$ cat config.mk
export PLATFORM = sky130hd
export DESIGN_NAME = snake_mover
export DESIGN_NICKNAME = d
export VERILOG_FILES = /design/src/rtl/snake_mover.sv
export SDC_FILE = /design/constraint.sdc
export NUM_CORES = 1
export LEC_CHECK = 0
export CAP_MARGIN = 20
export CORE_ASPECT_RATIO = 0.9
export CORE_MARGIN = 2
export CORE_UTILIZATION = 46
export DETAILED_ROUTE_END_ITERATION = 10
export PLACE_DENSITY_LB_ADDON = 0.25
export SLEW_MARGIN = 20
export SYNTH_ARGS = -nofsm -noshare
export SYNTH_HDL_FRONTEND = slang
export SYNTH_SLANG_ARGS = --single-unit
$ cat constraint.sdc
create_clock -name clk -period 4.07 [get_ports clk]
set_input_delay 0.6105 -clock clk [delete_from_list [all_inputs] [get_ports clk]]
set_output_delay 0.6105 -clock clk [all_outputs]
set_load 0.02 [all_outputs]
$ cat src/rtl/snake_mover.sv
`default_nettype none
// +----------------------------------------------------------------------------+
// | Module   : snake_mover                                                     |
// | Purpose  : Sole initiator on the play-area cell RAM. Each accepted step    |
// |            reads the target cell (1-cycle RAM latency), decides between    |
// |            collision, food and a plain move, writes the new head and       |
// |            erases the old tail. Body coordinates live in an internal ring. |
// | Ports    : clk, reset (sync, active-high)                                  |
// |            step, dir            - move request and direction (0 up,        |
// |                                   1 right, 2 down, 3 left)                 |
// |            area_x/y/we/wdata    - RAM address / write port                 |
// |            area_rdata           - RAM registered read data                 |
// |            busy, dead, length, ate - status                                |
// | Config   : SNAKE_WRAP_EN - when defined, heads leaving the play area wrap  |
// |            to the opposite edge instead of killing the snake.              |
// | Revision : 1.0 - initial release                                           |
// +----------------------------------------------------------------------------+
module snake_mover #(
  parameter int WIDTH      = 80,
  parameter int HEIGHT     = 60,
  parameter int BIT_DEPTH  = 3,
  parameter int MAX_LEN    = 64,
  parameter int START_X    = 40,
  parameter int START_Y    = 30,
  parameter int CELL_EMPTY = 0,
  parameter int CELL_SNAKE = 1,
  parameter int CELL_FOOD  = 2,
  parameter int CELL_WALL  = 3
) (
  input  logic                           clk,
  input  logic                           reset,
  input  logic                           step,
  input  logic [1:0]                     dir,
  output logic [$clog2(WIDTH)-1:0]       area_x,
  output logic [$clog2(HEIGHT)-1:0]      area_y,
  output logic                           area_we,
  output logic [BIT_DEPTH-1:0]           area_wdata,
  input  logic [BIT_DEPTH-1:0]           area_rdata,
  output logic                           busy,
  output logic                           dead,
  output logic [$clog2(MAX_LEN+1)-1:0]   length,
  output logic                           ate
);

  localparam int c_xw = $clog2(WIDTH);
  localparam int c_yw = $clog2(HEIGHT);
  localparam int c_lw = $clog2(MAX_LEN+1);
  localparam int c_pw = $clog2(MAX_LEN);

  localparam logic [c_xw:0]          c_width_ext  = (c_xw+1)'(WIDTH);
  localparam logic [c_yw:0]          c_height_ext = (c_yw+1)'(HEIGHT);
  localparam logic [c_xw:0]          c_one_x      = (c_xw+1)'(1);
  localparam logic [c_yw:0]          c_one_y      = (c_yw+1)'(1);
  localparam logic [c_xw-1:0]        c_start_x    = c_xw'(START_X);
  localparam logic [c_yw-1:0]        c_start_y    = c_yw'(START_Y);
  localparam logic [c_lw-1:0]        c_max_len    = c_lw'(MAX_LEN);
  localparam logic [BIT_DEPTH-1:0]   c_empty      = BIT_DEPTH'(CELL_EMPTY);
  localparam logic [BIT_DEPTH-1:0]   c_snake      = BIT_DEPTH'(CELL_SNAKE);
  localparam logic [BIT_DEPTH-1:0]   c_food       = BIT_DEPTH'(CELL_FOOD);
  localparam logic [BIT_DEPTH-1:0]   c_wall       = BIT_DEPTH'(CELL_WALL);

  typedef enum logic [2:0] {
    S_INIT, S_IDLE, S_READ, S_CHECK, S_HEAD, S_TAIL, S_DEAD
  } state_t;

  state_t             r_state, w_next;
  logic [c_xw-1:0]    r_hx, r_nx, r_tx, w_new_x;
  logic [c_yw-1:0]    r_hy, r_ny, r_ty, w_new_y;
  logic [c_xw:0]      w_ext_x;
  logic [c_yw:0]      w_ext_y;
  logic [1:0]         r_cur_dir, w_dir;
  logic               w_off, w_accept, w_hit, w_food;
  logic [c_xw-1:0]    r_ring_x [MAX_LEN];
  logic [c_yw-1:0]    r_ring_y [MAX_LEN];
  logic [c_pw-1:0]    r_head_ptr, r_tail_ptr;
  logic [c_lw-1:0]    r_length;
  logic               r_dead, r_ate, r_skip_tail, w_we;

  assign w_accept = (r_state == S_IDLE) && step && !r_dead;
  assign w_hit    = (area_rdata == c_snake) || (area_rdata == c_wall);
  assign w_food   = (area_rdata == c_food);

  // Candidate head, computed one bit wider so that both -1 and WIDTH/HEIGHT
  // show up as values >= the extent in a single unsigned compare.
  always_comb begin
    w_dir   = (dir == (r_cur_dir ^ 2'd2)) ? r_cur_dir : dir;
    w_ext_x = {1'b0, r_hx};
    w_ext_y = {1'b0, r_hy};
    case (w_dir)
      2'd0:    w_ext_y = w_ext_y - c_one_y;
      2'd1:    w_ext_x = w_ext_x + c_one_x;
      2'd2:    w_ext_y = w_ext_y + c_one_y;
      default: w_ext_x = w_ext_x - c_one_x;
    endcase
`ifdef SNAKE_WRAP_EN
    w_off = 1'b0;
    // MSB set means the coordinate went negative.
    if (w_ext_x >= c_width_ext)  w_ext_x = w_ext_x[c_xw] ? (c_width_ext - c_one_x) : '0;
    if (w_ext_y >= c_height_ext) w_ext_y = w_ext_y[c_yw] ? (c_height_ext - c_one_y) : '0;
`else
    w_off = (w_ext_x >= c_width_ext) || (w_ext_y >= c_height_ext);
`endif
    w_new_x = w_ext_x[c_xw-1:0];
    w_new_y = w_ext_y[c_yw-1:0];
  end

  always_ff @(posedge clk) begin
    if (reset) r_state <= S_INIT;
    else       r_state <= w_next;
  end

  always_comb begin
    w_next     = r_state;
    w_we       = 1'b0;
    area_x     = r_hx;
    area_y     = r_hy;
    area_wdata = c_empty;
    busy       = 1'b1;
    case (r_state)
      S_INIT: begin
        w_we       = 1'b1;
        area_x     = c_start_x;
        area_y     = c_start_y;
        area_wdata = c_snake;
        w_next     = S_IDLE;
      end
      S_IDLE: begin
        busy = 1'b0;
        if (w_accept) w_next = w_off ? S_DEAD : S_READ;
      end
      S_READ: begin
        area_x = r_nx;
        area_y = r_ny;
        w_next = S_CHECK;
      end
      S_CHECK: begin
        area_x = r_nx;
        area_y = r_ny;
        w_next = w_hit ? S_DEAD : S_HEAD;
      end
      S_HEAD: begin
        w_we       = 1'b1;
        area_x     = r_nx;
        area_y     = r_ny;
        area_wdata = c_snake;
        w_next     = r_skip_tail ? S_IDLE : S_TAIL;
      end
      S_TAIL: begin
        w_we       = 1'b1;
        area_x     = r_tx;
        area_y     = r_ty;
        area_wdata = c_empty;
        w_next     = S_IDLE;
      end
      S_DEAD:  busy   = 1'b0;
      default: w_next = S_INIT;
    endcase
  end

  always_ff @(posedge clk) begin
    if (reset) begin
      r_dead       <= 1'b0;
      r_ate        <= 1'b0;
      r_skip_tail  <= 1'b0;
      r_length     <= c_lw'(1);
      r_cur_dir    <= 2'd1;
      r_head_ptr   <= '0;
      r_tail_ptr   <= '0;
      r_hx         <= c_start_x;
      r_hy         <= c_start_y;
      r_nx         <= '0;
      r_ny         <= '0;
      r_tx         <= '0;
      r_ty         <= '0;
      r_ring_x[0]  <= c_start_x;
      r_ring_y[0]  <= c_start_y;
    end else begin
      r_ate <= 1'b0;
      case (r_state)
        S_IDLE: begin
          if (w_accept) begin
            r_cur_dir <= w_dir;
            r_nx      <= w_new_x;
            r_ny      <= w_new_y;
            if (w_off) r_dead <= 1'b1;
          end
        end
        S_CHECK: begin
          // Tail is latched here: when the ring is full the HEAD push lands
          // on the tail slot, so it cannot be read later.
          r_tx        <= r_ring_x[r_tail_ptr];
          r_ty        <= r_ring_y[r_tail_ptr];
          r_skip_tail <= w_food && (r_length != c_max_len);
          if (w_hit) begin
            r_dead <= 1'b1;
          end else if (w_food) begin
            r_ate <= 1'b1;
            if (r_length != c_max_len) r_length <= r_length + c_lw'(1);
          end
        end
        S_HEAD: begin
          r_hx                              <= r_nx;
          r_hy                              <= r_ny;
          r_head_ptr                        <= r_head_ptr + c_pw'(1);
          r_ring_x[r_head_ptr + c_pw'(1)]   <= r_nx;
          r_ring_y[r_head_ptr + c_pw'(1)]   <= r_ny;
        end
        S_TAIL:  r_tail_ptr <= r_tail_ptr + c_pw'(1);
        default: ;
      endcase
    end
  end

  // A write enable left over from a mid-move state must not reach the RAM
  // while reset is being applied.
  assign area_we = w_we & ~reset;
  assign dead    = r_dead;
  assign length  = r_length;
  assign ate     = r_ate;

endmodule
`default_nettype wire

==> results.txt <==
RSZ-0062 raised after global routing - no
Post-DRT Antenna Nets - 0
TNS Setup - 0 ns
Cell area after synthesis - 36000 µm²
Max Cap Viol - 0
Post-synth top area share - 69.4%
Clock-pin slew on the worst setup and hold paths - 0.06 ns
Rel. slew slack - 25.3%
Final setup fails - 0
Sequential power share - 52.8%
Worst setup EP type - output pin
Switching share of power - 21.7%
Core area - 77700 µm²
Worst setup path startpoint - r_state[1]
I/O pin total - 35
DR pass1 iterations - 5
Fin Clk Skew - 0.0204 ns
Drt drc - 0
Clock buffer count from CTS - 89
Via density - 5.93
Setup slack, reg-to-reg - 1.10 ns
Design area - 41000 µm²
IO Port Bufs - 32
Final wirelength - 87.7 mm
Synth area leader - edfxtp_1
Leakage - 12.2 nW
Final period util - 90.5%
Final nets - 2185
Mean Syn Cell Area - 17.9 µm²
Fin crit period - 3.68 ns
Critical Path RT - 3.46 ns
Status - finished, final reports clean
Post-detailed-route wirelength per cell - 26.8 µm
Fin. Hold Viols - 0
Starting Density - 46.3%
Worst-margin pin slew - 1.12 ns
HP Class - flop to flop
Die ar. - 80500 µm²
RePlAce Congestion - 0.875
Initial antenna violation count - 0
Area growth from synthesis to layout - 14.1%
Hold buffers post-CTS - 0
Clk pwr share - 40.6%
Chip width - 299 µm
Area after DPL - 38300 µm²
FMAX - 271 MHz
Flops & latches, synth - 898
Ys Warns - 0
Worst Path Max Fanout - 14
Most frequent cells in the layout - edfxtp_1, mux4_2, mux2i_1
Vias in the first global route - 19300
Row cnt - 97
Cell Int Power - 15.1 mW
Hold depth - 2
Asr flop ratio synth - 0%
Max H-tree Level - 3
Worst-skew pair later-pin latency - 0.65 ns
CTS resizes - 0
Worst r2r src - r_state[1]
Largest net degree at the start of global routing - 61
First-pass GRT wire length - 130 mm
Maximum root-to-sink buffer count - 3
Synth area leaders - edfxtp_1, mux4_2, mux2i_1
Comb power frac - 6.6%
Post-detail-place hpwl - 54.5 mm
Root buf cell - clkbuf_16
Final Max Tran Viols - 0
WS Path Type - flop to output pin
P per Cell Area - 469 nW/µm²
Number of enable flip-flop cells after synthesis - 832
Clk sinks - 898
Commonest non-fill, non-tap cell in the layout - edfxtp_1
Crit start category - flop
Gr ovfl total - 0
CTS tree - yes
ANT cells - 0
DP Cell Count - 3108
Sequential area share after synthesis - 73.1%
Gate Count Post-Synth - 2011
Yosys cell types - 61
Initial drt markers - 2111
Setup bufs post-CTS - 0
Peak VDD IR - 0.000364 V
Sw Pwr - 4.18 mW
Synth Flop Type - edfxtp_1
R2R depth - 6
Vias - 19400
Share of post-route cells with drive strength above 1 - 20.8%
Hold wc startpoint - r_head_ptr[1]
Worst EP arrival - 3.07 ns
Die Y - 269 µm
Global Route Usage Sum - 21.8%
Post-Layout Cell Count - 3269
## area by class of cell
cell class | count | area [µm²]
clock buffers | 117 | 2420
clock inverters | 44 | 325
inverters | 14 | 52.6
repair buffers | 173 | 1580
multi-input cells | 984 | 9050
flip-flops and latches | 898 | 26300
well taps | 1039 | 1300
fillers | 6190 | 36600
## stage by stage
stage | hold WS [ns] | total power [mW] | setup WS [ns] | utilization, %
5_1_grt | 0.516 | 19.9 | 0.226 | 52.8
4_1_cts | 0.492 | 19.4 | 0.431 | 52.8
3_5_place_dp | 0.481 | 11.6 | 0.561 | 49.3
3_3_place_gp | 0.464 | 11.6 | 0.618 | 49.3
6_report | 0.498 | 19.3 | 0.385 | 52.8
2_1_floorplan | 0.426 | 11.2 | 0.969 | -
## critical path: stages, from the launching register on
cell             delay [ns]
dfxtp_1                0.63
nor2_1                 0.26
nand2_1                0.33
o21ai_0                0.19
a222oi_1               0.41
inv_1                  0.07
clkdlybuf4s50_1        0.55
## synth_stat cells, types with 17 or more instances
master      n
mux2_2     36
o22ai_1    38
a21oi_1    69
edfxtp_1  832
dfxtp_1    66
buf_2      17
nand3_1    30
nor2_1    119
mux2i_1   140
clkbuf_1   61
a22oi_1    22
a211oi_1   28
o221ai_1   18
mux4_2    146
o21ai_0    50
nand2_1    83
## power by group through the flow
stage | Combinational [mW] | Sequential, mW | Clock (mW)
floorplan | 0.886 | 10.3 | 0
global placement | 1.24 | 10.4 | 0
detailed placement | 1.26 | 10.4 | 0
CTS | 1.27 | 10.2 | 7.94
global route | 1.36 | 10.2 | 8.32
finish | 1.27 | 10.2 | 7.82
## final timing paths
check / end
worst max-delay path: area_y[5]
worst min-delay path: r_head_ptr[1]
worst max register to register: r_ring_y[22][0]
worst min register to register: r_head_ptr[1]
## routing by layer
metal,vias to the layer above,global-route usage [%],wire length (µm)
li1,8430,-,-
met1,10100,31.7,38100
met2,755,33.7,41000
met3,124,4.49,6520
met4,0,6.16,2140
met5,-,0,0
## kinds of logic (layout without fill, tap and decap cells)
logic type	count (synthesis)	in the layout	share of synthesized area, %
AOI/OAI and AO/OA	320	320	5.93
xor gates and xnor gates	25	25	0.609
adders and majority gates	17	17	0.633
buffers and inverters	130	348	1.84
DFF	898	898	73.1
muxes	322	322	14.2
other	1	2	0.0104
and+or+nand+nor	298	298	3.70
## registers in the layout, summed over array words and instances (netlist names), 2 cells and up
signal,count
length,7
r_cur_dir,2
r_head_ptr,6
r_hx,7
r_hy,6
r_nx,7
r_ny,6
r_ring_x,448
r_ring_y,384
r_state,3
r_tail_ptr,6
r_tx,7
r_ty,6
(Power assumes the default switching activity.)
